### src/rtl/alu_pipelined.sv
// rtl/alu_pipelined.sv - handshaked ALU (Plasma MIPS decode) with iterative shift-add MULTU
module alu_pipelined #(
   parameter int WIDTH = 32,
   parameter int SHW   = $clog2(WIDTH)
) (
   input  logic             clk,
   input  logic             reset,
   input  logic             in_valid,
   output logic             in_ready,
   input  logic [5:0]       opcode,
   input  logic [5:0]       func,
   input  logic [WIDTH-1:0] in1,
   input  logic [WIDTH-1:0] in2,
   output logic             out_valid,
   input  logic             out_ready,
   output logic [WIDTH-1:0] result,
   output logic [WIDTH-1:0] result_hi,
   output logic             readwrite,
   output logic             zero,
   output logic             illegal
);

   typedef enum logic [1:0] {IDLE, EXEC, DONE} state_t;

   state_t           state, state_next;
   logic             accept;
   logic             is_mult;
   logic             last_iter;
   logic             cmp_eq, cmp_ne, slt_s, slt_u;
   logic [WIDTH-1:0] alu_res;
   logic             alu_rw, alu_zero, alu_ill;
   logic [WIDTH-1:0] mcand, prod_hi, prod_lo;
   logic [SHW-1:0]   count;
   logic [WIDTH:0]   step_sum;
   logic [WIDTH-1:0] step_hi, step_lo;

   always_ff @(posedge clk) begin
      if (reset) state <= IDLE;
      else       state <= state_next;
   end

   always_comb begin
      state_next = state;
      case (state)
         IDLE: if (accept) state_next = is_mult ? EXEC : DONE;
         EXEC: if (last_iter) state_next = DONE;
         DONE: begin
            if (out_ready) begin
               if (accept) state_next = is_mult ? EXEC : DONE;
               else        state_next = IDLE;
            end
         end
         default: state_next = IDLE;
      endcase
   end

   always_comb begin
      in_ready  = (state == IDLE) | ((state == DONE) & out_ready);
      out_valid = (state == DONE);
      accept    = in_valid & in_ready;
   end

   assign slt_s = ($signed(in1) < $signed(in2));
   assign slt_u = (in1 < in2);

   always_comb begin
      alu_res = '0;
      alu_rw  = 1'b0;
      alu_ill = 1'b0;
      is_mult = 1'b0;
      cmp_eq  = 1'b0;
      cmp_ne  = 1'b0;
      case (opcode)
         6'b000000: begin
            alu_rw = 1'b1;
            case (func)
               6'b100000, 6'b100001: alu_res = in1 + in2;
               6'b100010, 6'b100011: alu_res = in1 - in2;
               6'b100100: alu_res = in1 & in2;
               6'b100101: alu_res = in1 | in2;
               6'b100110: alu_res = in1 ^ in2;
               6'b100111: alu_res = ~(in1 | in2);
               6'b101010: alu_res = {{(WIDTH-1){1'b0}}, slt_s};
               6'b101011: alu_res = {{(WIDTH-1){1'b0}}, slt_u};
               6'b000100: alu_res = in2 << in1[SHW-1:0];
               6'b000110: alu_res = in2 >> in1[SHW-1:0];
               6'b000111: alu_res = $signed(in2) >>> in1[SHW-1:0];
               6'b011001: is_mult = 1'b1;
               default: begin
                  alu_rw  = 1'b0;
                  alu_ill = 1'b1;
               end
            endcase
         end
         6'b100011: begin alu_res = in1 + in2; alu_rw = 1'b1; end
         6'b101011: alu_res = in1 + in2;
         6'b000100: begin alu_res = in1 - in2; cmp_eq = 1'b1; end
         6'b000101: begin alu_res = in1 - in2; cmp_ne = 1'b1; end
         default:   alu_ill = 1'b1;
      endcase
      if (alu_ill)     alu_zero = 1'b0;
      else if (cmp_eq) alu_zero = (in1 == in2);
      else if (cmp_ne) alu_zero = (in1 != in2);
      else             alu_zero = (alu_res == '0);
   end

   // One shift-add step: add multiplicand into the high half, then shift {hi,lo} right.
   assign step_sum  = {1'b0, prod_hi} + (prod_lo[0] ? {1'b0, mcand} : {(WIDTH+1){1'b0}});
   assign step_hi   = step_sum[WIDTH:1];
   assign step_lo   = {step_sum[0], prod_lo[WIDTH-1:1]};
   assign last_iter = (state == EXEC) && (count == SHW'(WIDTH-1));

   always_ff @(posedge clk) begin
      if (reset) begin
         result    <= '0;
         result_hi <= '0;
         readwrite <= 1'b0;
         zero      <= 1'b0;
         illegal   <= 1'b0;
         mcand     <= '0;
         prod_hi   <= '0;
         prod_lo   <= '0;
         count     <= '0;
      end else if (accept) begin
         if (is_mult) begin
            mcand   <= in1;
            prod_lo <= in2;
            prod_hi <= '0;
            count   <= '0;
         end else begin
            result    <= alu_res;
            result_hi <= '0;
            readwrite <= alu_rw;
            zero      <= alu_zero;
            illegal   <= alu_ill;
         end
      end else if (state == EXEC) begin
         prod_hi <= step_hi;
         prod_lo <= step_lo;
         count   <= count + 1'b1;
         if (last_iter) begin
            result    <= step_lo;
            result_hi <= step_hi;
            readwrite <= 1'b1;
            zero      <= (step_lo == '0);
            illegal   <= 1'b0;
         end
      end
   end

endmodule

### config.mk
export PLATFORM = sky130hd
export DESIGN_NAME = alu_pipelined
export DESIGN_NICKNAME = d
export VERILOG_FILES = /design/src/rtl/alu_pipelined.sv
export SDC_FILE = /design/constraint.sdc
export NUM_CORES = 1
export LEC_CHECK = 0
export CORE_MARGIN = 2
export CORE_UTILIZATION = 45
export DETAILED_ROUTE_END_ITERATION = 12
export GPL_TIMING_DRIVEN = 1
export PLACE_DENSITY_LB_ADDON = 0.25
export SLEW_MARGIN = 20
export SYNTH_ARGS = -nofsm -noshare
export SYNTH_HDL_FRONTEND = slang
export SYNTH_SLANG_ARGS = --single-unit
### constraint.sdc
create_clock -name clk -period 8.8 [get_ports clk]
set_input_delay 2.2 -clock clk [delete_from_list [all_inputs] [get_ports clk]]
set_output_delay 2.2 -clock clk [all_outputs]
set_load 0.005 [all_outputs]
==> results.json <==
{
  "yosys.area_share.xor_xnor_pct": 1.86,
  "timing.clock.skew_ns": 0.0187,
  "max_slew.worst_pin.slew_ns": 1.10,
  "rsz_0062_raised_after_global_routing": "no",
  "critical_path_top_delay_cell": "clkdlybuf4s50_1",
  "ctsRootBufferMaster": "clkbuf_16",
  "route.vias.total": 21366,
  "cp_cell_sequence": "clkdlybuf4s50_1 > ha_1 > inv_1 > fa_1 > nor2b_1 > o21ai_0 > and2_1 > o21ai_0 > o22ai_1 > o311ai_0 > or3_1 > or4_1 > or4_1 > nor4_1 > nand4b_1 > o21ai_1",
  "dieHeight_um": 208,
  "achievable-frequency_mhz": 140,
  "finalWorstPathRequiredPeriod_ns": 7.12,
  "tritoncts": "yes",
  "power.density_cell_area_nw_per_um2": 112,
  "drtPass1Iterations": 10,
  "critical_path.top_delay_family": "simple AND/OR/NAND/NOR gates",
  "hold_path.class": "reg2reg",
  "fp.dieArea_um2": 43400,
  "violated_checks": "DRC",
  "mappedNetlistArea_um2": 18800,
  "cp_max_fo": 8,
  "grt_first_pass_wirelength_mm": 128,
  "drcViolationCount": 2,
  "vdd.ir_drop.worst_v": 0.000119,
  "post_route_cells_drive_above_1_share_pct": 8.56,
  "crit_required_ns": 9.22,
  "global_route.overflow_total": 0,
  "min_period_over_period_pct": 80.9,
  "htree_num_levels": 4,
  "dp.final_hpwl_mm": 65.1,
  "synth_top_flop_cell": "dfxtp_1",
  "share_of_synthesized_registers_carrying_an_async_set_or_reset_pct": 0,
  "synth_cells": 2573,
  "placement.io_buffers": 148,
  "synth-simple-area-share_pct": 22.6,
  "grt_start_max_net_pins": 110,
  "number_of_antenna_violations_at_the_first_check_in_global_routing": 3,
  "final_util_pct": 51.6,
  "synth_top_family_by_area": "compound AO/OA/AOI/OAI gates",
  "start_kind": "primary input",
  "timing.final.setup_violations": 0,
  "timing.final.hold_violations": 0,
  "gp_routability_congestion": 1.03,
  "netlist-cell-type-count": 88,
  "postSynthRegisterBits": 170,
  "cpPeakStageDelay_ns": 0.71,
  "grt_pass1_vias": 19861,
  "crit_path_end_kind": "flop",
  "synth_nets": 2789,
  "holdBufCountCts": 0,
  "grt_use_total_pct": 39.1,
  "detail_route.vias_per_cell": 6.81,
  "synth-warning-count": 0,
  "design.core.area_um2": 41000,
  "post_synth_adder_cell_area_pct": 9.17,
  "post-place-ws_ns": 1.29,
  "total_chip_power_mw": 2.38,
  "totalNegativeSetupSlack_ns": 0,
  "synthesis_to_finish_area_growth_pct": 12.5,
  "yosys-mux-area-fraction_pct": 12.0,
  "crit_arrival_ns": 7.55,
  "fp-row-count": 74,
  "numCtsBuffers": 17,
  "syn-mean-instance-area_um2": 7.31,
  "first_iter_violations": 2693,
  "postRouteAntennaNets": 0,
  "worst_skew_pair.late_latency_ns": 0.49,
  "worst-setup-path-type": "in2reg",
  "post-route-worst-setup-slack_ns": 1.68,
  "power_leakage_nw": 8.15,
  "result_of_the_run": "complete, but fails checks",
  "number_of_synthesized_flops_with_an_enable_pin": 0,
  "worst_slew_margin_rel_pct": 26.4,
  "max_cap_viol": 0,
  "synth_area_in_compound_gates_pct": 29.1,
  "avgRoutedWirePerCell_um": 27.7,
  "num_io_pins": 149,
  "worst_setup_hold_path_clk_slew_ns": 0.08,
  "totalWireLength_mm": 86.9,
  "post-cts-setup-buffer-count": 0,
  "initial_utilization_pct": 45.8,
  "cp.buffers_inverters": 2,
  "nNetsFinal": 2808,
  "ys_seq_area_share_pct": 18.1,
  "cts.sinks": 170,
  "cts_resized": 0,
  "cts_max_path_buffers": 2,
  "maxSlewViolCount": 0,
  "die_x_um": 208
}
[sequential cells by signal, indices dropped and copies added, names as in the netlist]
register	count
prod_lo	32
state	2
result	32
result_hi	32
zero	1
count	5
illegal	1
mcand	32
readwrite	1
prod_hi	32
[worst min-delay path, cell delays in order, from the launching register on]
cell,delay [ns]
dfxtp_1,0.31
nand2_1,0.05
a21oi_1,0.05
[cell type report]
cell class | instances | area [µm²]
multi-input combinational | 2077 | 14100
clock buffer | 18 | 429
inverter | 112 | 420
tap | 532 | 666
antenna | 1 | 2.50
fill | 4121 | 19900
timing repair buffer | 214 | 1960
sequential | 170 | 3400
clock inverter | 14 | 148
[logic make-up (layout without fill, tap and decap cells)]
kind of cell	after synthesis	count (layout)
other	0	1
adder cells (fa/ha/maj)	136	136
buffers and inverters	326	358
multiplexers	134	134
AO/OA/AOI/OAI	819	819
AND/OR/NAND/NOR	948	948
flip-flops	170	170
XOR/XNOR	40	40
[worst paths after layout]
path	slack (ns)	startpoint	endpoint	cells past startpoint
max	1.68	in2[0]	zero	16
min	0.45	result_hi[24]	result_hi[24]	2
max reg2reg	3.71	prod_lo[0]	prod_hi[31]	17
min reg2reg	0.45	result_hi[24]	result_hi[24]	2
[cell usage in the layout, fill, tap and decap left out, drive strengths merged, types with 17 or more instances in the layout]
master	instances
nor3	54
nor4	17
nor2	245
ha	133
a21oi	237
a22oi	39
o31ai	23
nand2b	23
dfxtp	170
o211ai	41
mux4	69
inv	121
xnor2	25
nand4	19
o221ai	17
nand3	64
a211oi	24
a21o	39
o22ai	21
and2	45
a221oi	24
clkdlybuf4s50	141
nor2b	23
clkbuf	18
mux2i	53
nand2	389
o21ai	135
buf	73
a311oi	44
a31oi	28
[routing by layer]
metal | GRT usage, % | vias to the layer above | part of all wire (%)
li1 | - | 9485 | -
met1 | 49.6 | 10192 | 40
met2 | 59.0 | 1375 | 43
met3 | 8.62 | 310 | 10
met4 | 26.9 | 4 | 7.7
met5 | 0 | - | 0.038
[power breakdown]
part / total, mW / internal [mW] / leakage (nW) / switching, mW
Clock: 0.751 / 0.377 / 0.281 / 0.374
Sequential: 0.783 / 0.777 / 1.37 / 0.00554
Combinational: 0.845 / 0.297 / 6.50 / 0.548
[metrics by stage]
| stage | instances | hold slack [ns] | instance area [µm²] |
|---|---|---|---|
| final | 3138 | 0.450 | 21200 |
| after detailed placement | 3105 | 0.444 | 20600 |
| after global placement | 3105 | 0.438 | 20600 |
| after floorplan | 2573 | 0.432 | 18800 |
| after global routing | 3137 | 0.468 | 21200 |
| after CTS | 3137 | 0.453 | 21200 |
[synth_stat cells, types with 24 or more instances]
| cell type | count | area [µm²] |
|---|---|---|
| nand2_1 | 389 | 1460 |
| nor2_1 | 245 | 920 |
| a21oi_1 | 236 | 1180 |
| dfxtp_1 | 170 | 3400 |
| clkbuf_1 | 149 | 559 |
| ha_1 | 133 | 1660 |
| o21ai_0 | 131 | 656 |
| inv_1 | 111 | 417 |
| nand3_1 | 64 | 320 |
| mux4_2 | 60 | 1350 |
| nor3_1 | 54 | 270 |
| mux2i_1 | 53 | 531 |
| a311oi_1 | 44 | 385 |
| and2_1 | 44 | 275 |
| o211ai_1 | 40 | 300 |
| a21o_1 | 39 | 293 |
| a22oi_1 | 39 | 293 |
| buf_2 | 30 | 150 |
| a31oi_1 | 28 | 175 |
| xnor2_1 | 25 | 219 |
| a211oi_1 | 24 | 180 |
| a221oi_1 | 24 | 210 |
Power figures use the tool's default switching activity.
